File: src/rtl/led_strip_frame_driver.sv
// WS2812-style serial LED driver: double-buffered pixel store, GRB serialiser
// with cycle-exact bit timing, latch period and a completion pulse.
module led_strip_frame_driver #(
  parameter int NUM_LEDS = 16,
  parameter int CW       = 4,
  parameter int T0H      = 20,
  parameter int T1H      = 40,
  parameter int TBIT     = 63,
  parameter int TRST     = 2500,
  localparam int AW      = (NUM_LEDS > 1) ? $clog2(NUM_LEDS) : 1
) (
  input  logic            clk,
  input  logic            reset,
  input  logic            wr_en,
  input  logic [AW-1:0]   wr_addr,
  input  logic [3*CW-1:0] wr_rgb,
  input  logic            start,
  output logic            busy,
  output logic            done,
  output logic            data
);

  localparam int CMAX = (TBIT > TRST) ? TBIT : TRST;
  localparam int CNTW = (CMAX > 1) ? $clog2(CMAX) : 1;
  localparam int PW   = 3 * CW;

  typedef enum logic [2:0] {
    S_IDLE,
    S_LOAD,
    S_SEND,
    S_LATCH,
    S_DONE
  } state_e;

  state_e          state_q, state_d;
  logic [CNTW-1:0] cyc_q, cyc_d;
  logic [4:0]      bit_q, bit_d;
  logic [AW-1:0]   pix_q, pix_d;
  logic [23:0]     word_q, word_d;
  logic            front_sel_q, front_sel_d;
  logic            data_q, data_d;

  logic [PW-1:0]   bank0 [NUM_LEDS];
  logic [PW-1:0]   bank1 [NUM_LEDS];
  logic [AW-1:0]   rd_addr;
  logic [PW-1:0]   rd_pix;
  logic            wr_ok;
  logic            last_pix;

  // Replicating the channel and keeping the top byte gives out[7-i] = c[CW-1 - (i mod CW)].
  function automatic logic [7:0] expand(input logic [CW-1:0] c);
    logic [8*CW-1:0] rep;
    rep = {8{c}};
    return rep[8*CW-1 -: 8];
  endfunction

  function automatic logic [23:0] to_wire(input logic [PW-1:0] p);
    return {expand(p[2*CW-1 -: CW]), expand(p[3*CW-1 -: CW]), expand(p[CW-1:0])};
  endfunction

  assign wr_ok    = wr_en && (int'(wr_addr) < NUM_LEDS);
  assign last_pix = (pix_q == AW'(NUM_LEDS - 1));
  assign rd_pix   = front_sel_q ? bank1[rd_addr] : bank0[rd_addr];

  // Writes always target the bank not selected by front_sel.
  always_ff @(posedge clk) begin
    if (wr_ok) begin
      if (front_sel_q) begin
        bank0[wr_addr] <= wr_rgb;
      end else begin
        bank1[wr_addr] <= wr_rgb;
      end
    end
  end

  always_comb begin
    state_d     = state_q;
    cyc_d       = cyc_q;
    bit_d       = bit_q;
    pix_d       = pix_q;
    word_d      = word_q;
    front_sel_d = front_sel_q;
    rd_addr     = '0;
    unique case (state_q)
      S_IDLE: begin
        if (start) begin
          state_d     = S_LOAD;
          front_sel_d = ~front_sel_q;
        end
      end
      S_LOAD: begin
        state_d = S_SEND;
        cyc_d   = '0;
        bit_d   = '0;
        pix_d   = '0;
        word_d  = to_wire(rd_pix);
      end
      S_SEND: begin
        if (!last_pix) begin
          rd_addr = pix_q + 1'b1;
        end
        if (cyc_q == CNTW'(TBIT - 1)) begin
          cyc_d = '0;
          if (bit_q == 5'd23) begin
            bit_d = '0;
            if (last_pix) begin
              state_d = S_LATCH;
            end else begin
              pix_d  = pix_q + 1'b1;
              word_d = to_wire(rd_pix);
            end
          end else begin
            bit_d  = bit_q + 1'b1;
            word_d = {word_q[22:0], 1'b0};
          end
        end else begin
          cyc_d = cyc_q + 1'b1;
        end
      end
      S_LATCH: begin
        pix_d = '0;
        if (cyc_q == CNTW'(TRST - 1)) begin
          state_d = S_DONE;
          cyc_d   = '0;
        end else begin
          cyc_d = cyc_q + 1'b1;
        end
      end
      S_DONE: begin
        state_d = S_IDLE;
      end
      default: begin
        state_d = S_IDLE;
      end
    endcase
    // Output level is derived from the next-cycle position so data can be registered.
    data_d = (state_d == S_SEND) &&
             (cyc_d < (word_d[23] ? CNTW'(T1H) : CNTW'(T0H)));
  end

  always_ff @(posedge clk) begin
    if (reset) begin
      state_q <= S_IDLE;
      cyc_q   <= '0;
      bit_q   <= '0;
      pix_q   <= '0;
      word_q  <= '0;
      data_q  <= 1'b0;
      // An aborted frame leaves the bank selection untouched.
      if (state_q == S_IDLE) begin
        front_sel_q <= 1'b0;
      end
    end else begin
      state_q     <= state_d;
      cyc_q       <= cyc_d;
      bit_q       <= bit_d;
      pix_q       <= pix_d;
      word_q      <= word_d;
      front_sel_q <= front_sel_d;
      data_q      <= data_d;
    end
  end

  assign busy = (state_q != S_IDLE);
  assign done = (state_q == S_DONE);
  assign data = data_q;

endmodule
File: config.mk
export PLATFORM = sky130hd
export DESIGN_NAME = led_strip_frame_driver
export DESIGN_NICKNAME = d
export VERILOG_FILES = /design/src/rtl/led_strip_frame_driver.sv
export SDC_FILE = /design/constraint.sdc
export NUM_CORES = 1
export LEC_CHECK = 0
export ABC_CLOCK_PERIOD_IN_PS = 3400
export BUFFER_PORTS_ARGS = -buffer_cell sky130_fd_sc_hd__buf_2
export CORE_ASPECT_RATIO = 2
export CORE_UTILIZATION = 45
export CTS_CLUSTER_SIZE = 28
export DETAILED_ROUTE_END_ITERATION = 8
export PLACE_DENSITY_LB_ADDON = 0.3
export SLEW_MARGIN = 20
export SYNTH_ARGS = -nofsm -noshare
export SYNTH_HDL_FRONTEND = slang
export SYNTH_SLANG_ARGS = --single-unit
File: constraint.sdc
create_clock -name clk -period 3.4 [get_ports clk]
set_input_delay 0 -clock clk [delete_from_list [all_inputs] [get_ports clk]]
set_output_delay 0 -clock clk [all_outputs]
set_load 0.05 [all_outputs]
== Yosys cells after proc, flatten, opt, wreduce, memory -nomap -nowiden ==
Memory sizes are Yosys's and may differ from the RTL's.
Index checks and enable logic that the tools add are counted.

* Add/subtract/negate cells: 3
* $lt $le $gt $ge: 1
* Eq/ne operators: 13
* Muxes and demuxes: 34
* Bitwise gates (word level): 1
* Reduce and logical (&&, ||, !) cells: 11

{| class="wikitable"
|+ Operator list
! operator !! count
|-
| 24-bit 2-to-1 mux || 3
|-
| 24-bit case mux with 2 select lines || 1
|-
| 12-bit 2-to-1 mux || 3
|-
| 12-bit case mux with 3 select lines || 1
|-
| 4-bit 2-to-1 mux || 5
|-
| 3-bit 2-to-1 mux || 5
|-
| 12-bit by 1-bit adder with 12-bit output, second input constant || 1
|-
| 12-bit == test, second input constant || 1
|-
| 12-bit by 6-bit == test with 1-bit output, second input constant || 1
|-
| 12-bit by 6-bit less-than comparator with 1-bit output || 1
|-
| 3-bit case mux with 4 select lines || 1
|-
| 1-bit 2-to-1 mux || 10
|-
| 5-bit 2-to-1 mux || 2
|-
| 5-bit case mux with 2 select lines || 1
|-
| 3-bit by 2-bit == test with 1-bit output, second input constant || 3
|-
| 4-bit case mux with 2 select lines || 1
|-
| 6-bit 2-to-1 mux || 1
|-
| 2-bit != test, second input constant || 3
|-
| 2-bit nonzero test || 3
|-
| 5-bit by 1-bit adder with 5-bit output, second input constant || 1
|-
| 5-bit == test, second input constant || 1
|-
| 4-bit by 1-bit adder with 4-bit output, second input constant || 1
|-
| 4-bit == test, second input constant || 1
|-
| 2-bit AND reduction || 2
|-
| 10 further kinds || 10
|}

* Flip-flop bits (word level): 50
* Bits in writable memories: 384
* Input port bits: 20
* Output and inout bits: 3
* Logic and storage cells: 73
* Memories: 2

{| class="wikitable"
|+ Memories
! name !! words !! bits a word !! rd ports !! clocked after Yosys merged registers in !! wr ports !! line !! source
|-
| bank0 || 16 || 12 || 1 || 0 || 1 || 43 || <nowiki>logic [PW-1:0] bank0 [NUM_LEDS];</nowiki>
|-
| bank1 || 16 || 12 || 1 || 0 || 1 || 44 || <nowiki>logic [PW-1:0] bank1 [NUM_LEDS];</nowiki>
|}

== Logic depth before layout (Yosys ltp) ==
Gate-level depths: netlist of the first run.
An unclocked memory read counts as a cell.

* Depth after elaboration: 12
* Mapped depth: 14
* Mapped depth without buffers: 14

== Worst setup path after synthesis of the first run ==
No wires, ideal clock.

* Path type: register to register
* Start: reg pix_q[0]
* End: reg data_q (netlist: data)
* Library setup time: 0.067 ns
* Arrival: 3.079 ns
* Required time: 3.333 ns
* Slack: 0.253 ns
* Cell stages (with the launch flop): 14
* Path buffers: 1
* Period minus slack after synthesis: 3.147 ns
* Path through: dfxtp_1 > ha_1 > buf_2 > and3b_1 > a2111oi_4 > a21oi_1 > o311a_1 > o32a_1 > o21a_4 > ha_1 > a21oi_1 > and4_1 > nand3_1 > o21ai_2

* Longest elaborated chain between the ends: 12
* Elaborated cells on any way between the ends: 19
* Those cells by class: 1 x add/sub; 1 x order compare; 2 x eq/ne; 12 x mux; 1 x reduce/logical; 2 x memory

{| class="wikitable"
|+ RTL lines
! item !! line !! source
|-
| start: declaration || 38 || <nowiki>logic [AW-1:0] pix_q, pix_d;</nowiki>
|-
| start signal: assignment || 157 || <nowiki>pix_q <= pix_d;</nowiki>
|-
| 4-bit by 1-bit adder with 4-bit output / 4-bit == test (equally long branches) || 100, 62 ||
|-
| 4-bit 2-to-1 mux || 99 || <nowiki>if (!last_pix) begin</nowiki>
|-
| 4-bit 2-to-1 mux || 84 || <nowiki>unique case (state_q)</nowiki>
|-
| memory read 16 x 12 bit (on tied branches) || -- ||
|-
| 12-bit 2-to-1 mux || 63 || <nowiki>assign rd_pix = front_sel_q ? bank1[rd_addr] : bank0[rd_addr];</nowiki>
|-
| 24-bit 2-to-1 mux || 106 || <nowiki>if (last_pix) begin</nowiki>
|-
| 24-bit 2-to-1 mux || 104 || <nowiki>if (bit_q == 5'd23) begin</nowiki>
|-
| 24-bit 2-to-1 mux || 102 || <nowiki>if (cyc_q == CNTW'(TBIT - 1)) begin</nowiki>
|-
| 24-bit case mux with 2 select lines || 84 ||
|-
| 6-bit 2-to-1 mux || 138 || <nowiki>(cyc_d < (word_d[23] ? CNTW'(T1H) : CNTW'(T0H)));</nowiki>
|-
| 12-bit by 6-bit less-than comparator with 1-bit output || 138 ||
|-
| 1-bit logical AND * || 137 || <nowiki>data_d = (state_d == S_SEND) &&</nowiki>
|-
| end signal: assignment || 160 || <nowiki>data_q <= data_d;</nowiki>
|-
| end: declaration || 41 || <nowiki>logic data_q, data_d;</nowiki>
|}

Mark *: on every way between the ends. The rest lies on a longest branch, timed or not. The select of a mux whose other input is x is not followed.
A chain may end at the register's enable or synchronous reset.

== Final worst setup path of the first run ==
* Start: reg pix_q[1]
* End: reg data_q (netlist: data)

The elaborated chain is that of the path after synthesis.

==> results of run 1 <==
[cell usage in the layout, fill, tap and decap left out, types with 4 or more instances in the layout]
cell type | netlist | layout
o211ai_1 | 22 | 22
nand2_1 | 199 | 198
buf_2 | 26 | 22
a221oi_1 | 85 | 85
xnor2_1 | 7 | 7
clkinv_2 | 0 | 9
nand3_1 | 67 | 64
nor4_1 | 4 | 4
nor2_1 | 68 | 67
mux2i_1 | 5 | 5
a211o_1 | 22 | 22
dfxtp_1 | 49 | 49
bufinv_16 | 0 | 4
clkbuf_1 | 66 | 8
nand4_1 | 5 | 5
a21oi_1 | 25 | 25
buf_12 | 0 | 7
a31oi_1 | 39 | 39
buf_4 | 1 | 67
nand3b_1 | 4 | 4
clkbuf_16 | 0 | 38
nand2b_1 | 6 | 6
xor2_1 | 8 | 8
nor2b_1 | 11 | 11
a22oi_1 | 22 | 22
ha_1 | 7 | 6
a311oi_1 | 32 | 32
or2_2 | 4 | 4
a211oi_1 | 13 | 13
edfxtp_1 | 385 | 385
mux4_2 | 5 | 5
nor3_1 | 28 | 28
o21ai_0 | 8 | 8
[stage by stage]
step	setup slack, ps	power (mW)	area [um2]	util	hold WS [ps]
6_report	173.7	10.87	19830	0.5196	23.11
5_1_grt	19.91	11.16	19830	0.5196	22.33
4_1_cts	65.43	10.93	19800	0.5188	3.055
3_5_place_dp	97.58	6.668	18530	0.4856	442.4
3_3_place_gp	148.3	6.655	18530	0.4856	440.8
2_1_floorplan	253.4	6.382	17530	-	87.01
[kinds of logic after synthesis]
family,after synthesis,share of synthesized area
AND/OR/NAND/NOR,423,0.1100
flip-flops,434,0.7155
AO/OA/AOI/OAI,283,0.1266
multiplexers,12,0.01056
XOR/XNOR,15,0.007495
adder cells (fa/ha/maj),7,0.004996
buffers and inverters,102,0.02491
[repair_timing]
item / in CTS / in global routing
resized for setup: 0 / 3
setup endpoints to repair: 0 / 1
hold buffers: 3 / 0
buffers inserted: 0 / 2
endpoints found under the hold margin: 39 / 0
[synthesized netlist by cell type, types with 13 or more instances]
cell type | instances | share of area
a211o_1 | 22 | 0.011
a211oi_1 | 13 | 0.0056
a21oi_1 | 25 | 0.0071
a221oi_1 | 85 | 0.042
a22oi_1 | 22 | 0.0094
a311oi_1 | 32 | 0.016
a31oi_1 | 39 | 0.014
buf_2 | 26 | 0.0074
clkbuf_1 | 66 | 0.014
dfxtp_1 | 49 | 0.056
edfxtp_1 | 385 | 0.66
nand2_1 | 199 | 0.043
nand3_1 | 67 | 0.019
nor2_1 | 68 | 0.015
nor3_1 | 28 | 0.0080
o211ai_1 | 22 | 0.0094
[power breakdown]
group | leakage (nW) | switching (mW) | internal, mW
sequential | 3.87 | 0.0301 | 5.86
clock | 0.600 | 1.91 | 2.40
combinational | 1.93 | 0.464 | 0.198
[routing by layer]
layer	part of all wire	vias to the layer above	track usage
met2	0.53	316	0.4067
met5	0	-	0
met4	0.069	0	0.1486
met3	0.037	127	0.02283
li1	-	5083	-
met1	0.36	5639	0.2526
[registers in the layout, summed over array words and instances, names as in the netlist]
signal       count
bank0          192
bank1          192
word_q          24
cyc_q           12
bit_q            5
pix_q            4
state_q          3
data             1
front_sel_q      1
[worst min-delay path by stage]
| stage | from | end | cells after the start |
|---|---|---|---|
| final | wr_rgb[2] | bank0[12][2] | 1 |
| after global routing | wr_rgb[1] | bank0[15][1] | 1 |
| after CTS | reset | cyc_q[1] | 2 |
| after detailed placement | start | state_q[0] | 3 |
| after global placement | start | state_q[0] | 3 |
| after floorplan | reset | state_q[1] | 1 |
[area by class of cell]
type	count	area [um2]	share of cell area
Sequential cell	434	12540	0.6324
Multi-Input combinational cell	740	4603	0.2321
Clock buffer	46	980.9	0.04946
Timing Repair Buffer	99	783.3	0.03950
Tap cell	515	644.4	0.03249
Clock inverter	22	255.2	0.01287
Inverter	5	22.52	0.001136
==> impl_results.md, run 1 <==
- Critical-path maximum fanout: 6
- Crit-path max cell delay: 390 ps
- Dpl hpwl: 27100 um
- Leakage power: 6.396 nW
- GP Congestion: 0.8868
- Fillers: 3222
- RSZ-0062 raised after global routing: no
- Crit path DAT: 3710 ps
- CTS tree: yes
- Post-Synthesis Cells: 1276
- DRT Wirelength: 44070 um
- Status: completed
- Vias in the first global route: 11080
- Initial Utilization: 0.4593
- Worst reg-to-reg setup slack: 170 ps
- Startpoint class of the critical path: flip-flop
- Worst-Margin Slew: 819.3 ps
- Via count: 11170
- Cells along the critical path: ha_2, and3b_1, a2111oi_4, a21oi_1, o311a_1, o32a_1, o21a_4, ha_1, a21oi_1, and4_1, nand3_1, o21ai_2
- Maxcap violations: 0
- Total negative slack: 0 ps
- Slew headroom: 0.4538
- Mapped Nets: 1303
- Sequential-to-total area share from yosys stat: 0.7155
- Slowest CP cell: dfxtp_1
- Crit path capture: data
- YS warnings: 0
- FF-to-FF End: data
- CTS Buffer Depth: 3
- Drt pass-1 iters: 5
- CP required: 3890 ps
- DIE WIDTH: 141.6 um
- Post-synth EDFFs: 385
- CTS Sinks: 434
- CP Buf/Inv Count: 0
- Final ANT Viol Nets: 0
- Post-synth ARST share: 0
- Synth Register Bits: 434
- Root Buffer: clkbuf_16
- Period utilization: 0.9489
- Final Max Tran Viols: 0
- Vert. Die Dim: 281.1 um
- Finished Layout Cells: 1861
- Setup violations, final: 0
- Site row count: 101
- Critical Path Start: pix_q[1]
- DRC errors left: 0
- Htree depth: 2
- GRT Total Usage: 0.2265
- Wire length per cell: 23.68 um
- Io pins: 23
- Mapped cell area: 17530 um2
- Largest delay contributor family on the critical path: compound AO/OA/AOI/OAI gates
- DR vias/cell: 5.999
- R2R Path Start: pix_q[1]
- First-pass GRT wire length: 66070 um
- Pwr/cell area: 548.0 nW/um2
- Gr ovfl total: 0
- Worst r2r path cells: 12
- Clock latency at the later pin of the worst-skew pair: 550 ps
- HP Class: in -> reg
- Cell mode on critical path: a21oi_1
- Cell total after placement: 1788
- Iter 0 DRT Violations: 944
- Share of post-route cells with drive strength above 1: 0.1397
- Port bufs: 22
- Syn Area/Cell: 13.74 um2
- Largest net degree at the start of global routing: 87
- Final Hold Fails: 0
- Initial antenna violation count: 0
- Synth-to-layout area growth: 13.13%
- Setup skew after layout: 19.85 ps
- Die ar.: 39800 um2
- Core area: 38160 um2
- Maximum vdd drop: 0.0002800 V
- Reg clk slew, reported paths: 70 ps
- Top FF cell, synth: edfxtp_1
- Max frequency: 0.3100 GHz
- Endpoint class of the critical path: flip-flop
- Worst Setup Path Type: reg -> reg
- Stages on the worst setup path: 12
- Final #Nets: 1344
- Diode count: 0
- Count of cell types in the netlist: 65
- Fin crit period: 3226 ps
- TritonCTS Buffers: 37
Power figures use the tool's default switching activity.
==> run 2, diff against run 1 <==
--- a/config.mk
+++ b/config.mk
@@ -8,9 +8,10 @@
 export ABC_CLOCK_PERIOD_IN_PS = 3400
 export BUFFER_PORTS_ARGS = -buffer_cell sky130_fd_sc_hd__buf_2
 export CORE_ASPECT_RATIO = 2
-export CORE_UTILIZATION = 45
+export CORE_UTILIZATION = 47
 export CTS_CLUSTER_SIZE = 28
 export DETAILED_ROUTE_END_ITERATION = 8
+export GPL_ROUTABILITY_DRIVEN = 0
 export PLACE_DENSITY_LB_ADDON = 0.3
 export SLEW_MARGIN = 20
 export SYNTH_ARGS = -nofsm -noshare
==> impl_results.md, run 2 (synthesized netlist as in run 1, its figures left out) <==
- DR vias/cell: 6.199 (+3.3%)
- Worst-Margin Slew: 778.0 ps (-41.30 ps)
- Leakage power: 6.362 nW (-0.53%)
- Final ANT Viol Nets: 0 (unchanged)
- Io pins: 23 (unchanged)
- Site row count: 99 (-2.0%)
- Min setup slack post-route: 224.1 ps (+50.42 ps)
- TritonCTS Buffers: 38 (+2.7%)
- Sequential power share: 0.541 (about the same)
- Via count: 11150 (-0.17%)
- Largest delay contributor family on the critical path: compound AO/OA/AOI/OAI gates
- Maximum vdd drop: 0.0002514 V (-10%)
- Die ar.: 38120 um2 (-4.2%)
- Final #Nets: 1341 (-0.22%)
- CP Buf/Inv Count: 0 (unchanged)
- Drt pass-1 iters: 7 (+2)
- Max frequency: 0.3149 GHz (+1.6%)
- CTS Buffer Depth: 3 (unchanged)
- Vias in the first global route: 11260 (+1.6%)
- Crit-path max cell delay: 410 ps (+20 ps)
- Logic gate share of total power: 0.061 (about the same)
- Initial Utilization: 0.4781 (+0.01878)
- Slew headroom: 0.4813 (+0.02754)
- DRT Wirelength: 42990 um (-2.4%)
- Dpl hpwl: 26610 um (-1.8%)
- Root Buffer: clkbuf_16
- Sw Ratio: 0.2175 (-0.003771)
- Period utilization: 0.9341 (-0.01483)
- Worst Setup Path Type: reg -> reg
- Fin crit period: 3176 ps (-50.42 ps)
- Setup violations, final: 0 (unchanged)
- Stages on the worst setup path: 12 (unchanged)
- Most frequent cells in the layout: edfxtp_1, nand2_1, a221oi_1, nor2_1, buf_4
- Share of post-route cells with drive strength above 1: 0.1347 (-0.005000)
- Clock latency at the later pin of the worst-skew pair: 540 ps (about the same)
- Startpoint class of the critical path: flip-flop
- HP Class: in -> reg
- DIE WIDTH: 138.6 um (-2.1%)
- CTS Sinks: 434 (unchanged)
- Clock network power share: 0.399 (+0.002)
- Design Power: 10.91 mW (+0.39%)
- Final Hold Fails: 0 (unchanged)
- Setup WS pre-CTS: 90.76 ps (-6.819 ps)
- Biggest regs: bank0 x192, bank1 x192, word_q x24
- Cells along the critical path: ha_4, and3b_1, a2111oi_4, a21oi_1, o311a_1, o32a_1, o21a_4, ha_1, a21oi_1, and4_1, nand3_1, o21ai_2
- Iter 0 DRT Violations: 797 (-16%)
- Reg clk slew, reported paths: 70 ps (about the same)
- Synth-to-layout area growth: 12.44%
- Maxcap violations: 0 (unchanged)
- Cell depth of the worst min-delay path: 1 (unchanged)
- FF+latch area: 12540 um2 (unchanged)
- Port bufs: 22 (unchanged)
- GRT Total Usage: 0.2335 (+0.006972)
- Htree depth: 2 (unchanged)
- Slowest CP cell: dfxtp_1
- Fillers: 2992 (-7.1%)
- CP required: 3880 ps (about the same)
- Setup skew after layout: 12.69 ps (-7.168 ps)
- Core area: 36670 um2 (-3.9%)
- Switching Power: 2.373 mW (-1.3%)
- Commonest non-fill, non-tap cell in the layout: edfxtp_1
- DRC errors left: 4 (+4)
- Cell mode on critical path: a21oi_1
- Diode count: 0 (unchanged)
- Crit path DAT: 3660 ps (-50 ps)
- First-pass GRT wire length: 65950 um (-0.18%)
- Final Max Tran Viols: 0 (unchanged)
- Failing checks: design-rule violations
- Int Pwr: 8.537 mW (+0.87%)
- Setup Fix Bufs, Post-CTS: 0 (unchanged)
- CTS tree: yes
- Pwr/cell area: 553.5 nW/um2 (+1.0%)
- Vert. Die Dim: 275.1 um (-2.1%)
- RSZ-0062 raised after global routing: no
- Largest net degree at the start of global routing: 93 (+6.9%)
- Wire length per cell: 23.91 um (+0.97%)
- Critical-path maximum fanout: 8 (+2)
- Status: finished, violations left
- Total negative slack: 0 ps (unchanged)
- Worst r2r path cells: 12 (unchanged)
- Gr ovfl total: 0 (unchanged)
- Endpoint class of the critical path: flip-flop
- Initial antenna violation count: 0 (unchanged)
- Multi-input gate area: 4599 um2 (about the same)
## run 2: cell count changes in the layout (fill, tap and decap cells not counted), moves of 2 or more
cell       delta
clkinv_2      -4
clkinv_4      +2
buf_12        -3
clkbuf_1      +2
clkbuf_16     +3
clkinv_1      +2
## run 2: power groups by stage
stage,combinational (mW),clock [mW],sequential [mW]
2_1_floorplan,0.376,0,6.01
3_3_place_gp,0.647,0,6.01
3_5_place_dp,0.657,0,6.01
4_1_cts,0.663,4.41,5.90
5_1_grt,0.715,4.60,5.90
6_report,0.661,4.35,5.90
## run 2: repair_timing
item / CTS / global route
resized for setup: 0 / 2
endpoints found under the setup margin: 0 / 1
hold buffers: 3 / 0
hold endpoints to repair: 35 / 0
## run 2: stage by stage
step	std cells	utilization	cell area, um2	hold WS [ps]
after floorplan	1276	-	17530	87.01
final	1798	0.5376	19710	3.649
after CTS	1798	0.5372	19700	7.645
after detailed placement	1725	0.5020	18410	399.1
after global routing	1798	0.5376	19710	25.18
after global placement	1725	0.5020	18410	401.8
## run 2: cell type report
type	instances	share of cell area
Clock buffer	52	0.05466
Clock inverter	18	0.009395
Inverter	5	0.001143
Multi-Input combinational cell	740	0.2334
Sequential cell	434	0.6363
Tap cell	454	0.02882
Timing Repair Buffer	95	0.03631
## run 2: metal layers
metal | up-vias | part of all wire | track usage
li1 | 5075 | - | -
met1 | 5563 | 0.36 | 0.2550
met2 | 370 | 0.53 | 0.4236
met3 | 138 | 0.044 | 0.02193
met4 | 0 | 0.071 | 0.1730
met5 | - | 0 | 0
## run 2: path summary, 6_finish.rpt
kind / startpoint / to / slack, ps
max: pix_q[1] / data / 220
min: wr_rgb[9] / bank1[2][9] / 4
max reg2reg: pix_q[1] / data / 220
min reg2reg: bit_q[4] / bit_q[4] / 490
